--- src/rtl/regfile_writeback_ctrl.sv ---
// Write-back controller for the 16x32 register file: queues results in an
// in-order FIFO, drains one per cycle, and forwards pending data to readers.
module regfile_writeback_ctrl #(
  parameter int DATA_W = 32,
  parameter int ADDR_W = 4,
  parameter int DEPTH  = 4,
  localparam int PTR_W = $clog2(DEPTH),
  localparam int CNT_W = $clog2(DEPTH + 1)
) (
  input  logic              clk,
  input  logic              reset,
  input  logic              in_valid,
  output logic              in_ready,
  input  logic [ADDR_W-1:0] in_addr,
  input  logic [DATA_W-1:0] in_data,
  input  logic              rf_busy,
  output logic              rf_ld,
  output logic [ADDR_W-1:0] rf_sel,
  output logic [DATA_W-1:0] rf_data,
  input  logic [ADDR_W-1:0] rd_addr_a,
  input  logic [ADDR_W-1:0] rd_addr_b,
  input  logic [DATA_W-1:0] rf_q_a,
  input  logic [DATA_W-1:0] rf_q_b,
  output logic [DATA_W-1:0] rd_data_a,
  output logic [DATA_W-1:0] rd_data_b,
  output logic [CNT_W-1:0]  count
);

  localparam logic [CNT_W-1:0] FULL_CNT = CNT_W'(DEPTH);

  logic [ADDR_W-1:0] ent_addr [DEPTH];
  logic [DATA_W-1:0] ent_data [DEPTH];
  logic [DEPTH-1:0]  ent_valid;
  logic [PTR_W-1:0]  head;
  logic [PTR_W-1:0]  tail;
  logic              push;
  logic              pop;

  // Handshake: a request transfers on a rising edge where in_valid && in_ready;
  // in_ready depends on count only, so a full FIFO never accepts, even when
  // the head entry is draining in the same cycle.
  assign in_ready = (count < FULL_CNT);
  assign push     = in_valid && in_ready;
  assign pop      = (count != '0) && !rf_busy;

  always_ff @(posedge clk) begin
    if (push) begin
      ent_addr[tail] <= in_addr;
      ent_data[tail] <= in_data;
    end
  end

  always_ff @(posedge clk or negedge reset) begin
    if (!reset) begin
      head      <= '0;
      tail      <= '0;
      count     <= '0;
      ent_valid <= '0;
      rf_ld     <= 1'b0;
      rf_sel    <= '0;
      rf_data   <= '0;
    end else begin
      if (push) begin
        ent_valid[tail] <= 1'b1;
        tail            <= tail + PTR_W'(1);
      end
      // Pop decision uses the pre-edge count, so a push into an empty FIFO waits a cycle.
      if (pop) begin
        ent_valid[head] <= 1'b0;
        head            <= head + PTR_W'(1);
        rf_sel          <= ent_addr[head];
        rf_data         <= ent_data[head];
      end
      rf_ld <= pop;
      count <= count + CNT_W'(push) - CNT_W'(pop);
    end
  end

  // Walk oldest to youngest so the youngest matching entry wins; the entry
  // currently on the rf_ld outputs is older than anything still queued.
  function automatic logic [DATA_W-1:0] fwd(input logic [ADDR_W-1:0] addr,
                                            input logic [DATA_W-1:0] q);
    logic [DATA_W-1:0] r;
    logic [PTR_W-1:0]  idx;
    r = q;
    if (rf_ld && (rf_sel == addr)) r = rf_data;
    for (int k = 0; k < DEPTH; k++) begin
      idx = head + PTR_W'(k);
      if (ent_valid[idx] && (ent_addr[idx] == addr)) r = ent_data[idx];
    end
    return r;
  endfunction

  always_comb begin
    rd_data_a = fwd(rd_addr_a, rf_q_a);
    rd_data_b = fwd(rd_addr_b, rf_q_b);
  end

endmodule

--- config.mk ---
export PLATFORM = sky130hd
export DESIGN_NAME = regfile_writeback_ctrl
export DESIGN_NICKNAME = d
export VERILOG_FILES = /design/src/rtl/regfile_writeback_ctrl.sv
export SDC_FILE = /design/constraint.sdc
export NUM_CORES = 1
export LEC_CHECK = 0
export CORE_MARGIN = 1
export CORE_UTILIZATION = 30
export CTS_CLUSTER_SIZE = 24
export DETAILED_ROUTE_END_ITERATION = 16
export SYNTH_ARGS = -nofsm -noshare
export SYNTH_HDL_FRONTEND = slang
export SYNTH_SLANG_ARGS = --single-unit
--- constraint.sdc ---
create_clock -name clk -period 4 [get_ports clk]
set_input_delay 0.4 -clock clk [delete_from_list [all_inputs] [get_ports clk]]
set_output_delay 0.4 -clock clk [all_outputs]
set_load 0.02 [all_outputs]
==> qor.csv <==
metric;value;unit
drt_drc_violations_left;0;
ys_warn_count;0;
worst_hold_slack;0.0437;ns
async_reset_ff_share;25.0;%
placeableCoreArea;0.0456;mm2
detail_route.first_pass.iterations;5;
clkSlewWorstSetupHoldPaths;0.07;ns
slew_violations;0;
num_io_pins;217;
route.final.wire_length;49.4;mm
detail-route-antenna-nets;0;
wl_per_cell;26.4;um
worstSetupEndpointType;output pin;
netlist-cell-type-count;56;
seq_power_share;19.4;%
result_of_the_run;complete, no violations;
hold_path.class;input pin to asynchronous set/reset pin;
cts.path.max_buffers;2;
tritoncts;yes;
floorplan.die.height;217;um
report.final.hold_viol_count;0;
avgSynthCellArea;13.6;um2
port_buffers;216;
timing.slew.headroom;41.3;%
antenna_found_initial;2;
power.leakage;6.38;nW
htreeDepth;4;
combinationalPowerShare;69.8;%
start_util;30.5;%
grt_start_max_net_pins;86;
finish_stage_setup_viols;0;
post-route-worst-setup-slack;0.0301;ns
max_clock_freq;252;MHz
synth_enable_flop_cells;144;
rsz0062_at_grt;true;
fillCellCount;4192;
cellInternalPower;0.00871;W
netSwitchingPower;0.00717;W
drive_gt1_share;41.6;%
final.period_utilization;99.2;%
final.setup_skew;0.0159;ns
swShare;45.1;%
die_width;217;um
drt_iter0_drc;1013;
area_of_the_multi_input_gates;0.00825;mm2
power.density;862;mW/mm2
gp_congestion;0.859;
die-area;0.0473;mm2
globalRouteTotalUtil;20.9;%
final_net_count;1379;
sequential_cell_area;0.00553;mm2
slew_at_the_pin_with_the_worst_max_slew_slack;0.881;ns
numCtsBuffers;17;
post_synth_inst_count;1025;
crit_type;flop to output pin;
setup_slack_placement;-0.0128;ns
flow.area_growth_from_synthesis;32.4;%
tritoncts_num_sinks;192;
sequential_to_total_area_share_from_yosys_stat;39.7;%
area_of_the_mapped_netlist;0.0139;mm2
most-common-layout-cells;151 x sky130_fd_sc_hd__clkdlybuf4s50_1, 145 x sky130_fd_sc_hd__mux4_2, 144 x sky130_fd_sc_hd__edfxtp_1;
timing.critical_path.from_type;flop;
yosys_register_bits;192;
dp_hpwl;33.3;mm
critical_path_arrival;3.57;ns
grt_remaining_overflow;0;
synth_fp_nets;1148;
clockPowerShare;10.7;%
crit_required;3.60;ns
period_minus_slack;3.97;ns
layout_commonest_cell;sky130_fd_sc_hd__clkdlybuf4s50_1;
drv_cap;0;
synth_top_flop_cell;sky130_fd_sc_hd__edfxtp_1;
worst_skew_pair.late_latency;0.46;ns
postCtsHoldBufs;0;
route.detailed.vias_per_inst;5.88;
placement_rows;78;
routed-via-count;11000;
crit_fanout;6;
clock-root-buffer;sky130_fd_sc_hd__clkbuf_16;
peakVddDrop;0.555;mV
global_route_wire_length_before_repair;72.0;mm
vias_in_the_first_global_route;10900;
-- cell type report --
class / count / area share (%)
Antenna cell: 1 / 0.0136
Clock buffer: 17 / 2.31
Clock inverter: 15 / 0.815
Inverter: 40 / 0.842
Multi-Input combinational cell: 687 / 44.8
Sequential cell: 192 / 30.0
Tap cell: 600 / 4.07
Timing Repair Buffer: 318 / 17.1
-- cells in the mapped netlist, types with 2 or more instances --
library cell,number,area (um2)
sky130_fd_sc_hd__xnor2_2,2,32.5
sky130_fd_sc_hd__nand3_1,2,10.0
sky130_fd_sc_hd__buf_2,41,205
sky130_fd_sc_hd__a211oi_1,3,22.5
sky130_fd_sc_hd__a211o_1,31,272
sky130_fd_sc_hd__nand2_1,23,86.3
sky130_fd_sc_hd__clkbuf_1,33,124
sky130_fd_sc_hd__ha_1,10,125
sky130_fd_sc_hd__mux4_2,145,3270
sky130_fd_sc_hd__xor2_1,22,193
sky130_fd_sc_hd__edfxtp_1,144,4320
sky130_fd_sc_hd__o311ai_2,8,130
sky130_fd_sc_hd__mux2i_1,36,360
sky130_fd_sc_hd__o211ai_2,2,25.0
sky130_fd_sc_hd__nand2b_1,30,188
sky130_fd_sc_hd__buf_6,9,101
sky130_fd_sc_hd__and2_1,8,50.1
sky130_fd_sc_hd__xnor2_1,20,175
sky130_fd_sc_hd__a211oi_2,21,263
sky130_fd_sc_hd__a2bb2oi_1,4,35.0
sky130_fd_sc_hd__o21ai_0,3,15.0
sky130_fd_sc_hd__nor2_1,13,48.8
sky130_fd_sc_hd__buf_1,7,26.3
sky130_fd_sc_hd__nor4_2,2,25.0
sky130_fd_sc_hd__inv_1,40,150
sky130_fd_sc_hd__o21a_1,32,240
sky130_fd_sc_hd__dfrtp_1,48,1200
sky130_fd_sc_hd__nor3_1,26,130
sky130_fd_sc_hd__mux2_2,63,709
sky130_fd_sc_hd__a221oi_1,31,272
sky130_fd_sc_hd__o221a_2,8,90.1
sky130_fd_sc_hd__a21oi_1,66,330
sky130_fd_sc_hd__o22ai_1,53,332
sky130_fd_sc_hd__buf_4,15,113
sky130_fd_sc_hd__nor2b_1,3,18.8
-- power groups by stage --
stage / Clock (W) / Sequential, W / Combinational, W
after floorplan: 0 / 0.00323 / 0.00691
after global placement: 0 / 0.00309 / 0.0106
after detailed placement: 0 / 0.00311 / 0.0106
after CTS: 0.00174 / 0.00307 / 0.0109
after global routing: 0.00181 / 0.00315 / 0.0117
final: 0.00171 / 0.00308 / 0.0111
-- worst max-delay path, stage by stage (launching register included) --
cell and delay (ns):
sky130_fd_sc_hd__dfrtp_4 0.44, sky130_fd_sc_hd__inv_4 0.05, sky130_fd_sc_hd__ha_4 0.33, sky130_fd_sc_hd__mux4_2 0.58
sky130_fd_sc_hd__xor2_2 0.19, sky130_fd_sc_hd__nor4_2 0.37, sky130_fd_sc_hd__buf_4 0.19, sky130_fd_sc_hd__and2_4 0.27
sky130_fd_sc_hd__buf_12 0.14, sky130_fd_sc_hd__buf_4 0.14, sky130_fd_sc_hd__a21oi_1 0.09, sky130_fd_sc_hd__a21oi_2 0.16
sky130_fd_sc_hd__buf_4 0.16
-- timing repair --
action | in CTS | in global routing
endpoints found under the setup margin | 62 | 60
pin swaps | 8 | 14
gates resized for setup | 164 | 115
cloned | 3 | 2
hold endpoints to repair | 0 | 0
buffers inserted | 11 | 12
-- logic make-up (layout without fill, tap and decap cells) --
kind of cell	Yosys count	in the layout	synth area share [%]
compound gates	270	270	15.1
mux	244	244	31.1
flops	192	192	39.7
buf+inv	146	390	5.28
simple gates	118	118	4.85
xor+xnor	44	44	2.88
fa+ha+maj	11	11	1.04
other cells	0	1	0
-- per-stage QoR --
| stage | cells | utilization (%) | power, W | cell area [um2] | setup TNS, ns |
|---|---|---|---|---|---|
| floorplan | 1025 | - | 0.0101 | 14300 | -0.335 |
| global placement | 1809 | 38.4 | 0.0137 | 17500 | -0.0190 |
| detailed placement | 1809 | 38.4 | 0.0137 | 17500 | -0.0128 |
| CTS | 1855 | 40.2 | 0.0157 | 18300 | -0.124 |
| global route | 1869 | 40.4 | 0.0167 | 18400 | -0.638 |
| finish | 1870 | 40.4 | 0.0159 | 18400 | 0 |
-- metal layers --
| layer | wire length [um] | vias to the layer above | global-route usage [%] |
|---|---|---|---|
| li1 | - | 4649 | - |
| met5 | 11 | - | 0 |
| met4 | 1330 | 2 | 6.81 |
| met1 | 20300 | 5681 | 27.5 |
| met3 | 4560 | 76 | 5.45 |
| met2 | 23200 | 587 | 33.3 |
-- sequential cells by signal, summed over array words and instances, names as in the netlist --
name and count:
ent_valid 4, rf_sel 4, rf_data 32, ent_addr 16, tail 2, rf_ld 1
head 2, ent_data 128, count 3
-- worst paths after layout --
check | slack [ns] | endpoint | start | cells past startpoint
min in group clk | 0.55 | count[0]$_DFF_PN0_ | count[0]$_DFF_PN0_ | 1
worst max-delay path | 0.03 | rd_data_b[27] | head[1]$_DFFE_PN0P_ | 12
worst max register to register | 1.43 | rf_data[15]$_DFFE_PN0P_ | head[0]$_DFFE_PN0P_ | 5
worst min-delay path | 0.04 | rf_data[26]$_DFFE_PN0P_ | reset | 1
max in group asynchronous | 3.28 | head[0]$_DFFE_PN0P_ | reset | 1
worst min register to register | 0.55 | count[0]$_DFF_PN0_ | count[0]$_DFF_PN0_ | 1
Power figures use the tool's default switching activity.
